<file path="src/rtl/rgb_sequencer.sv">
// rgb_sequencer: programmable keyframe table, linear per-channel fades and hold times, three 8-bit PWM outputs.
// Latency: a new duty is compared on the next cycle and r/g/b are registered, so pwm_cnt to output is 1 cycle.
// Backpressure: none; table writes are accepted in any state, and run=0 stops playback on the next edge.
module rgb_sequencer #(
  parameter int CLK_DIV = 48000,
  parameter int N_KEYS  = 8,
  localparam int AW = $clog2(N_KEYS),
  localparam int PW = $clog2(CLK_DIV)
) (
  input  logic          clk,
  input  logic          rst,
  input  logic          wr_en,
  input  logic [AW-1:0] wr_addr,
  input  logic [31:0]   wr_data,
  input  logic [AW-1:0] last_key,
  input  logic          run,
  output logic          busy,
  output logic [AW-1:0] key_idx,
  output logic [7:0]    duty_r,
  output logic [7:0]    duty_g,
  output logic [7:0]    duty_b,
  output logic          r,
  output logic          g,
  output logic          b
);

  typedef enum logic [1:0] {
    S_IDLE = 2'd0,
    S_LOAD = 2'd1,
    S_FADE = 2'd2,
    S_HOLD = 2'd3
  } state_e;

  state_e        state_q, state_d;
  logic [AW-1:0] key_idx_q, key_idx_d;
  logic [7:0]    tgt_r_q, tgt_r_d, tgt_g_q, tgt_g_d, tgt_b_q, tgt_b_d;
  logic [7:0]    hold_cnt_q, hold_cnt_d;
  logic [7:0]    duty_r_q, duty_r_d, duty_g_q, duty_g_d, duty_b_q, duty_b_d;
  logic [PW-1:0] presc_q, presc_d;
  logic [7:0]    pwm_cnt_q;
  logic          r_q, g_q, b_q;
  logic [31:0]   table_q [N_KEYS];

  logic tick;
  logic all_eq;

  // Move one step toward the target; never overshoots, so no wrap is possible.
  function automatic logic [7:0] step_toward(input logic [7:0] cur, input logic [7:0] tgt);
    if (cur < tgt)      return cur + 8'd1;
    else if (cur > tgt) return cur - 8'd1;
    else                return cur;
  endfunction

  assign tick   = ((state_q == S_FADE) || (state_q == S_HOLD)) && (presc_q == PW'(CLK_DIV - 1));
  assign all_eq = (duty_r_q == tgt_r_q) && (duty_g_q == tgt_g_q) && (duty_b_q == tgt_b_q);

  // Keyframe table: single-cycle writes; LOAD sees the pre-write value on a same-cycle collision.
  always_ff @(posedge clk) begin
    if (rst) begin
      for (int i = 0; i < N_KEYS; i++) table_q[i] <= '0;
    end else if (wr_en) begin
      table_q[wr_addr] <= wr_data;
    end
  end

  // Next-state, fade stepping, hold countdown and prescaler; run=0 overrides everything outside IDLE.
  always_comb begin
    state_d    = state_q;
    key_idx_d  = key_idx_q;
    tgt_r_d    = tgt_r_q;
    tgt_g_d    = tgt_g_q;
    tgt_b_d    = tgt_b_q;
    hold_cnt_d = hold_cnt_q;
    duty_r_d   = duty_r_q;
    duty_g_d   = duty_g_q;
    duty_b_d   = duty_b_q;
    presc_d    = '0;
    if ((state_q != S_IDLE) && !run) begin
      state_d   = S_IDLE;
      key_idx_d = '0;
    end else begin
      case (state_q)
        S_IDLE: begin
          key_idx_d = '0;
          if (run) state_d = S_LOAD;
        end
        S_LOAD: begin
          {hold_cnt_d, tgt_b_d, tgt_g_d, tgt_r_d} = table_q[key_idx_q];
          state_d = S_FADE;
        end
        S_FADE: begin
          presc_d = tick ? '0 : presc_q + PW'(1);
          if (all_eq) begin
            state_d = S_HOLD;
          end else if (tick) begin
            duty_r_d = step_toward(duty_r_q, tgt_r_q);
            duty_g_d = step_toward(duty_g_q, tgt_g_q);
            duty_b_d = step_toward(duty_b_q, tgt_b_q);
          end
        end
        S_HOLD: begin
          presc_d = tick ? '0 : presc_q + PW'(1);
          if (tick) begin
            if (hold_cnt_q == 8'd0) begin
              key_idx_d = (key_idx_q >= last_key) ? '0 : key_idx_q + AW'(1);
              state_d   = S_LOAD;
            end else begin
              hold_cnt_d = hold_cnt_q - 8'd1;
            end
          end
        end
        default: state_d = S_IDLE;
      endcase
    end
  end

  // Sequencer state registers.
  always_ff @(posedge clk) begin
    if (rst) begin
      state_q    <= S_IDLE;
      key_idx_q  <= '0;
      tgt_r_q    <= '0;
      tgt_g_q    <= '0;
      tgt_b_q    <= '0;
      hold_cnt_q <= '0;
      duty_r_q   <= '0;
      duty_g_q   <= '0;
      duty_b_q   <= '0;
      presc_q    <= '0;
    end else begin
      state_q    <= state_d;
      key_idx_q  <= key_idx_d;
      tgt_r_q    <= tgt_r_d;
      tgt_g_q    <= tgt_g_d;
      tgt_b_q    <= tgt_b_d;
      hold_cnt_q <= hold_cnt_d;
      duty_r_q   <= duty_r_d;
      duty_g_q   <= duty_g_d;
      duty_b_q   <= duty_b_d;
      presc_q    <= presc_d;
    end
  end

  // Free-running PWM counter and registered compare outputs, independent of the sequencer.
  always_ff @(posedge clk) begin
    if (rst) begin
      pwm_cnt_q <= '0;
      r_q       <= 1'b0;
      g_q       <= 1'b0;
      b_q       <= 1'b0;
    end else begin
      pwm_cnt_q <= pwm_cnt_q + 8'd1;
      r_q       <= (pwm_cnt_q < duty_r_q);
      g_q       <= (pwm_cnt_q < duty_g_q);
      b_q       <= (pwm_cnt_q < duty_b_q);
    end
  end

  assign busy    = (state_q != S_IDLE);
  assign key_idx = key_idx_q;
  assign duty_r  = duty_r_q;
  assign duty_g  = duty_g_q;
  assign duty_b  = duty_b_q;
  assign r       = r_q;
  assign g       = g_q;
  assign b       = b_q;

endmodule
</file>
<file path="config.mk">
export PLATFORM = sky130hd
export DESIGN_NAME = rgb_sequencer
export DESIGN_NICKNAME = d
export VERILOG_FILES = /design/src/rtl/rgb_sequencer.sv
export SDC_FILE = /design/constraint.sdc
export NUM_CORES = 1
export LEC_CHECK = 0
export ABC_AREA = 1
export BUFFER_PORTS_ARGS = -buffer_cell sky130_fd_sc_hd__buf_2
export CAP_MARGIN = 25
export CELL_PAD_IN_SITES_DETAIL_PLACEMENT = 1
export CELL_PAD_IN_SITES_GLOBAL_PLACEMENT = 2
export CORE_MARGIN = 2
export CORE_UTILIZATION = 35
export CTS_CLUSTER_DIAMETER = 80
export DETAILED_ROUTE_END_ITERATION = 12
export GPL_TIMING_DRIVEN = 0
export HOLD_SLACK_MARGIN = 0.05
export PLACE_DENSITY = 0.71
export RECOVER_POWER = 50
export SLEW_MARGIN = 20
export SYNTH_ARGS = -nofsm -noshare
export SYNTH_HDL_FRONTEND = slang
export SYNTH_SLANG_ARGS = --single-unit
</file>
<file path="constraint.sdc">
create_clock -name clk -period 3.1 [get_ports clk]
set_clock_uncertainty 0.05 [all_clocks]
set_input_delay 0.31 -clock clk [delete_from_list [all_inputs] [get_ports clk]]
set_output_delay 0.31 -clock clk [all_outputs]
set_load 0.02 [all_outputs]
</file>
==> results.toml, run 1 <==
[die]
start_util = 0.353
chipWidth_um = 223
die_h_um = 223
die_area_um2 = 49800
core_um2 = 47500
rows = 80
ios = 73

[sta]
worst_pin_slew_ns = 1.11
setup_slack_ns = 0.309
hold_viol_final = 0
rsz0062_at_grt = "no"
maxSlewHeadroom = 0.262
fmax_mhz = 358
setup_viol = 0
fin_crit_ns = 2.79
final_max_slew_viol_count = 0
period_share = 0.900

[setup_path]
reg2reg_depth = 14
start_kind = "flip-flop"
worst_r2r_endpoint = "duty_b[6]"
crit_path_frequent_cell = "nand2_1"
arrival_ns = 3.17
end_kind = "flip-flop"
reg2reg_slack_ns = 0.31
slowest_delay_ns = 0.51
path_cells = "ha_1, a21o_1, nor2_1, nand2_1, fa_1, nand3_1, nand3_1, a21o_1, nand2_1, nand2_1, nand2_1, nand2_1, nand2_1, a21oi_1"
worstPathMaxFanout = 9
crit_required_ns = 3.48
cpMaxStageDelayCell = "fa_1"
reg2reg_from = "duty_b[7]"
timing_worst_setup_path_type = "reg2reg"

[route]
wl_um = 57900
drc = 0
vias = 13600
vias_per_cell = 5.22
wl_per_cell_um = 22.2
drt-pass1-iter-count = 5
first_iter_violations = 866
detail-route-antenna-nets = 0

[yosys]
synth_top_family_by_area = "simple AND/OR/NAND/NOR gates"
yosysUniqueCellTypes = 38
syn_area_per_cell_um2 = 9.18
synth_compound_area_frac = 0.110
seq_area_frac_synth = 0.566
synth.area.top_cells = "edfxtp_1, dfxtp_1, nor2_1"
synthMuxAreaShare = 0
syn-cell-area_um2 = 16800
postSynthCellCount = 1831
ys_warn_count = 0
synth-simple-area-share = 0.197
synth_largest_area_cell = "edfxtp_1"
synth_top_area_share = 0.457
ys_ff_latch = 347
synthXorXnorAreaFrac = 0.00938
syn_nets = 1951
synth_fa_ha_area_frac = 0.0594

[finish]
fin_nets = 2074
syn2layout_area_growth_pct = 15.5
fillers = 5464
final_layout_size_suffix_gt1_frac = 0.0850

[global_routing]
antenna_found_initial = 0
grt_pass1_wl_um = 86200
track_usage = 0.234
grt_pass1_vias = 14000
overflow = 0
grt_max_degree = 33

[clocking]
cts_buffers = 42
holdBufCountCts = 0
post-cts-setup-buffer-count = 0
cts.clk_slew.worst_paths_ns = 0.06
clkLatencyLatePin_ns = 0.59
htree_levels = 2
root_buffer = "clkbuf_16"
clock_sinks = 347
cts_tree = "yes"
postCtsResizedCells = 0
clock_path_buffers = 3

[power]
peakVddDrop_mv = 0.372
p_per_area_nw_per_um2 = 739
leakagePower_nw = 7.52
power_mw = 14.4

[min_path]
hold_end = "table_q[4][7]"
min-delay-start = "wr_data[7]"
min_path_type = "in2reg"
hold_path_depth = 3

[placement]
dp_hpwl_um = 40400
gp_congestion = 0.791
port_buffers = 72
place_ws_ns = -0.0602

[run_status]
outcome = "finished clean"

[flow_run]
drv_cap = 0
[per-stage QoR]
stage	util	hold WS [ns]	setup TNS, ns	instances	cell area (um^2)
after floorplan	-	0.368	0	1831	16800
after global placement	0.377	0.378	-227.27	2518	17900
after detailed placement	0.381	0.397	-2.23	2525	18100
after CTS	0.409	0.0519	0	2603	19500
after global routing	0.408	0.0923	0	2603	19400
final	0.408	0.0783	0	2604	19400
[layout make-up]
cell class	count	area (um^2)	area share
multi-input combinational	1240	6350	0.327
tap	615	769	0.0396
clock inverter	25	216	0.0111
clock buffer	53	1110	0.0573
timing repair buffer	79	485	0.0250
sequential	347	9510	0.490
antenna	1	2.50	0.000129
buffer	86	380	0.0196
inverter	158	594	0.0306
[how the worst max path moves through the flow]
stage                from             end  slack [ns]
2_1_floorplan   duty_g[5]       duty_g[7]        0.55
3_3_place_gp          rst  table_q[3][21]       -1.02
3_5_place_dp          rst  table_q[6][21]       -0.06
4_1_cts        state_q[1]      tgt_r_q[0]        0.04
5_1_grt         duty_b[6]       duty_b[6]      0.0006
6_report        duty_b[7]       duty_b[6]        0.31
[worst max-delay path: cells and delay by family (launching register included)]
family / cells / cell delay [ns]
AOI/OAI and AO/OA: 3 / 0.43
adders and majority gates: 2 / 0.80
and+or+nand+nor: 9 / 0.91
DFF: 1 / 0.46
[sequential cells by signal, indices dropped and copies added, names as in the netlist, named ones only]
register and count:
hold_cnt_q 8, duty_b 8, g 1, presc_q 16, tgt_r_q 8, tgt_b_q 8, state_q 2, duty_g 8
duty_r 8, pwm_cnt_q 8, tgt_g_q 8, b 1, key_idx 3, r 1, table_q 256
[cell usage after synthesis]
cell type / count
o221ai_1: 39
clkinv_1: 1
o21ai_1: 8
nand3_1: 68
nand2_2: 1
nor2_2: 5
clkbuf_1: 61
nor2_4: 4
nor2_1: 475
buf_6: 3
nand3b_1: 2
buf_2: 17
buf_4: 4
edfxtp_1: 256
clkinv_2: 1
nor3_2: 1
a21oi_1: 87
o211ai_1: 13
inv_1: 149
inv_2: 7
a21o_1: 3
nand3_2: 6
nand4_1: 10
fa_1: 3
buf_1: 1
o21ai_0: 149
nor4_1: 2
o21a_1: 3
a211oi_1: 1
dfxtp_1: 91
xor2_1: 10
xnor2_1: 8
o22ai_1: 19
nor3_1: 13
a31oi_1: 3
nand2_1: 227
or2_2: 5
ha_1: 75
[power breakdown]
part           switching, mW  internal, mW
registers              0.180          5.36
logic                   2.77          1.21
clock network           2.09          2.74
[routing by layer]
| layer | track usage | part of all wire |
|---|---|---|
| met4 | 0.0743 | 0.026 |
| met3 | 0.0288 | 0.046 |
| met1 | 0.305 | 0.44 |
| met2 | 0.404 | 0.48 |
| met5 | 0 | 0 |
[logic make-up (layout without fill, tap and decap cells)]
logic type / after synthesis / count (layout)
and+or+nand+nor: 819 / 819
DFF: 347 / 347
AOI/OAI and AO/OA: 325 / 325
buffers and inverters: 244 / 401
adders and majority gates: 78 / 78
xor gates and xnor gates: 18 / 18
other: 0 / 1
[cells in the final DEF, fill, tap and decap left out, drive strengths merged]
master and instances:
a21o 3, clkinvlp 2, o21ai 157, a31oi 3, buf 73, xnor2 8, dfxtp 91, nand3 74
fa 3, edfxtp 256, nand4 10, a21oi 87, o22ai 19, xor2 10, diode 1, ha 75
bufinv 2, a211oi 1, nand2 228, nor3 14, nand3b 2, clkinv 20, o221ai 39, o21a 3
o211ai 13, inv 159, or2 5, nor4 2, clkbuf 145, nor2 484
Note: power is estimated with default switching activity, not from simulation.
==> inputs of run 2 (changes only) <==
CORE_ASPECT_RATIO = 1.5   (was default)
==> results.toml, run 2 (synthesized netlist as in run 1, its figures left out) <==
[global_routing]
antenna_found_initial = 0
overflow = 0
grt_pass1_vias = 14300
grt_max_degree = 33
grt_pass1_wl_um = 87200
track_usage = 0.236

[die]
start_util = 0.353
die_area_um2 = 49800
rows = 98
chipWidth_um = 183
ios = 73
core_um2 = 47600
die_h_um = 272

[power]
peakVddDrop_mv = 0.436
p_per_area_nw_per_um2 = 724
pwr-share-seq = 0.398
leakagePower_nw = 7.46
internal-power_mw = 9.04
power_mw = 13.9
comb_power_share = 0.291
p_clk_frac = 0.311
p_sw_frac = 0.351
p_switching_mw = 4.88

[setup_path]
end_kind = "flip-flop"
worstPathMaxFanout = 9
worst_r2r_endpoint = "duty_b[7]"
cpMaxStageDelayCell = "dfxtp_1"
slowest_delay_ns = 0.51
crit_required_ns = 3.44
arrival_ns = 3.18
start_kind = "flip-flop"
reg2reg_from = "duty_b[1]"
timing_worst_setup_path_type = "reg2reg"
path_cells = "ha_1, nand2_1, nand2_1, nand2_1, nand2_1, nand2_1, nand2_1, ha_1, o21ai_1, nor2_1, nor2_1, inv_1, nand2_1, nand2_1, nand2_1, a21oi_1"
reg2reg_slack_ns = 0.26
crit_path_frequent_cell = "nand2_1"
reg2reg_depth = 16
crit_end = "duty_b[7]"
cp-startpoint = "duty_b[1]"

[route]
vias = 13600
wl_um = 58600
drc = 0
vias_per_cell = 5.28
detail-route-antenna-nets = 0
wl_per_cell_um = 22.7
first_iter_violations = 768
drt-pass1-iter-count = 5

[sta]
worst_pin_slew_ns = 0.998
final_max_slew_viol_count = 0
period_share = 0.917
fin_crit_ns = 2.84
fmax_mhz = 352
whs_ns = 0.118
hold_viol_final = 0
setup_viol = 0
maxSlewHeadroom = 0.334
rsz0062_at_grt = "no"

[clocking]
clkLatencyLatePin_ns = 0.55
cts.clk_slew.worst_paths_ns = 0.06
clock_sinks = 347
htree_levels = 2
post-cts-setup-buffer-count = 0
root_buffer = "clkbuf_16"
cts_tree = "yes"
clock_path_buffers = 3
cts_buffers = 37

[finish]
largest_register_ffs = 256
reg_top3 = "table_q x256, presc_q x16"
syn2layout_area_growth_pct = 14.5
layout_common_cells = "nor2_1, edfxtp_1, nand2_1"
final_layout_size_suffix_gt1_frac = 0.0815
diodes = 0
final_cells = 2576
top_register = "table_q"
layout_commonest_cell = "nor2_1"
fin_nets = 2071

[placement]
port_buffers = 72
dp_hpwl_um = 41300
dpl.cell_count = 2512
gp_congestion = 0.805

[run_status]
outcome = "finished clean"

[min_path]
min_path_type = "in2reg"

[flow_run]
drv_cap = 0
run 2: cell count changes in the layout (fill, tap and decap cells not counted), sizes merged, moves of 2 or more:
cell,delta
clkinvlp,-2
buf,+2
clkbuf,-3
inv,-2
clkinv,-6
run 2: worst max-delay path, delay by kind of cell (launching register included):
family                     cells  cell delay, ns
AOI/OAI and AO/OA              2            0.34
adders and majority gates      2            0.73
buffers and inverters          1            0.06
DFF                            1            0.51
and+or+nand+nor               11            0.98
run 2: power by group through the flow:
stage / registers (mW) / clock network, mW / logic [mW]
floorplan: 5.59 / 0 / 2.67
global placement: 5.64 / 0 / 3.94
detailed placement: 5.64 / 0 / 4.06
global route: 5.58 / 4.56 / 4.53
CTS: 5.54 / 4.39 / 4.09
finish: 5.54 / 4.33 / 4.04
run 2: worst min-delay path by stage:
stage | from | end | slack (ns) | depth (start not counted)
2_1_floorplan | presc_q[0] | presc_q[0] | 0.37 | 1
5_1_grt | wr_data[17] | table_q[6][17] | 0.14 | 3
3_5_place_dp | presc_q[0] | presc_q[0] | 0.40 | 1
6_report | wr_data[20] | table_q[1][20] | 0.12 | 3
4_1_cts | wr_data[20] | table_q[1][20] | 0.11 | 3
3_3_place_gp | presc_q[0] | presc_q[0] | 0.38 | 1
run 2: layer usage:
metal | track usage | wire length, um | vias to the layer above
met4 | 0.0794 | 1900 | 0
li1 | - | - | 6436
met1 | 0.267 | 23200 | 6786
met5 | 0 | 0 | -
met2 | 0.455 | 31500 | 283
met3 | 0.0247 | 2010 | 98
run 2: final cells by class:
class | instances | area, um^2
buffer | 86 | 380
clock buffer | 50 | 1050
clock inverter | 14 | 90.1
fill | 5494 | 28300
inverter | 158 | 594
multi-input combinational | 1240 | 6340
sequential | 347 | 9510
tap | 600 | 751
timing repair buffer | 81 | 519
run 2: timing repair:
| action | 4_1_cts | 5_1_grt |
|---|---|---|
| hold buffers | 0 | 0 |
| endpoints found under the setup margin | 0 | 5 |
| hold endpoints to repair | 0 | 0 |
| resized for setup | 0 | 4 |
run 2: per-stage QoR:
stage / setup WS, ns / util / setup TNS [ns] / instance area [um^2]
3_5_place_dp: -0.0990 / 0.381 / -2.91 / 18100
5_1_grt: 0.00120 / 0.404 / 0 / 19200
3_3_place_gp: -1.05 / 0.377 / -233.63 / 17900
4_1_cts: 0.0943 / 0.405 / 0 / 19300
6_report: 0.259 / 0.404 / 0 / 19200
2_1_floorplan: 0.552 / - / 0 / 16800
==> inputs of run 3 (changes only) <==
CORE_UTILIZATION = 39   (was 35)
PLACE_DENSITY = 0.78   (was 0.71)
==> results.toml, run 3 (synthesized netlist as in run 1, its figures left out) <==
[setup_path]
worst_r2r_endpoint = "duty_g[5]"
crit_buf_inv = 0
worst-path-stages = 14
reg2reg_depth = 14
slowest_delay_ns = 0.39
cp-startpoint = "duty_g[5]"
crit_required_ns = 3.49
cpMaxStageDelayCell = "ha_1"
reg2reg_from = "duty_g[5]"
crit_end = "duty_g[5]"
arrival_ns = 3.19
end_kind = "flip-flop"
critPathTopFamily = "simple AND/OR/NAND/NOR gates"
start_kind = "flip-flop"
crit_path_frequent_cell = "nand2_1"
path_cells = "ha_1, a21oi_1, nor2_1, nor3_1, nand2_2, ha_1, a21oi_1, nand2_1, nand2_1, nand2_1, xnor2_1, nand3_1, nand2_1, nor2_1"
worstPathMaxFanout = 9
reg2reg_slack_ns = 0.30
timing_worst_setup_path_type = "reg2reg"

[route]
vias_per_cell = 5.39
drc = 0
drt-pass1-iter-count = 5
detail-route-antenna-nets = 0
wl_per_cell_um = 22.4
vias = 13700
wl_um = 57000
first_iter_violations = 863

[placement]
dpl.cell_count = 2480
dp_hpwl_um = 40300
place_area_um2 = 18100
port_buffers = 72
gp_congestion = 0.815
place_ws_ns = 0.0352

[sta]
worst_pin_slew_ns = 1.03
setup_slack_ns = 0.301
rsz0062_at_grt = "yes"
final_max_slew_viol_count = 0
fin_crit_ns = 2.80
setup_tns_ns = 0
fmax_mhz = 357
setup_viol = 0
maxSlewHeadroom = 0.313
period_share = 0.903
whs_ns = 0.127
hold_viol_final = 0

[finish]
final_area_um2 = 19300
final_cells = 2547
final_layout_size_suffix_gt1_frac = 0.0850
syn2layout_area_growth_pct = 14.6
diodes = 0
reg_top3 = "table_q x256, presc_q x16"
top_register = "table_q"
layout_commonest_cell = "nor2_1"
layout_common_cells = "nor2_1, edfxtp_1, nand2_1"
fin_nets = 2069
largest_register_ffs = 256
final_util = 0.451

[clocking]
clock_sinks = 347
postCtsResizedCells = 0
cts.clk_slew.worst_paths_ns = 0.07
post-cts-setup-buffer-count = 0
clkLatencyLatePin_ns = 0.54
cts_buffers = 37
htree_levels = 2
holdBufCountCts = 0
root_buffer = "clkbuf_16"
clock_path_buffers = 3
cts_tree = "yes"

[power]
p_per_area_nw_per_um2 = 735
power_mw = 14.2
peakVddDrop_mv = 0.440
leakagePower_nw = 7.49

[global_routing]
grt_max_degree = 33
antenna_found_initial = 0
overflow = 0
grt_pass1_wl_um = 87100
track_usage = 0.258
grt_pass1_vias = 14700

[die]
ios = 73
rows = 93
die_area_um2 = 44800
core_um2 = 42700
chipWidth_um = 173
start_util = 0.394
die_h_um = 258

[min_path]
min_path_type = "in2reg"

[flow_run]
drv_cap = 0

[run_status]
outcome = "finished clean"
run 3: worst min-delay path by stage:
stage	startpoint	cells past startpoint	end
after floorplan	presc_q[0]	1	presc_q[0]
after global placement	presc_q[0]	1	presc_q[0]
after detailed placement	presc_q[0]	1	presc_q[0]
after CTS	wr_data[20]	3	table_q[2][20]
after global routing	wr_data[18]	3	table_q[5][18]
final	wr_data[7]	3	table_q[4][7]
run 3: per-layer routing:
metal  track usage  share of wire
met5             0              0
met4        0.0979          0.036
met3        0.0307          0.051
met2         0.501           0.54
met1         0.284           0.37
run 3: cell type report:
cell class / instances / area (um^2)
Multi-Input combinational cell: 1240 / 6350
Clock inverter: 18 / 193
Sequential cell: 347 / 9510
Buffer: 86 / 380
Timing Repair Buffer: 79 / 487
Clock buffer: 49 / 1030
Tap cell: 570 / 713
Inverter: 158 / 594
Fill cell: 5033 / 23400
run 3: power by group:
group / switching, mW / internal [mW]
combinational: 2.81 / 1.22
clock: 1.90 / 2.69
sequential: 0.183 / 5.36
total: 4.89 / 9.26
run 3: tightest hold or removal path: stages:
cell	delay, ns
buf_2	0.07
inv_1	0.11
nor2_1	0.12
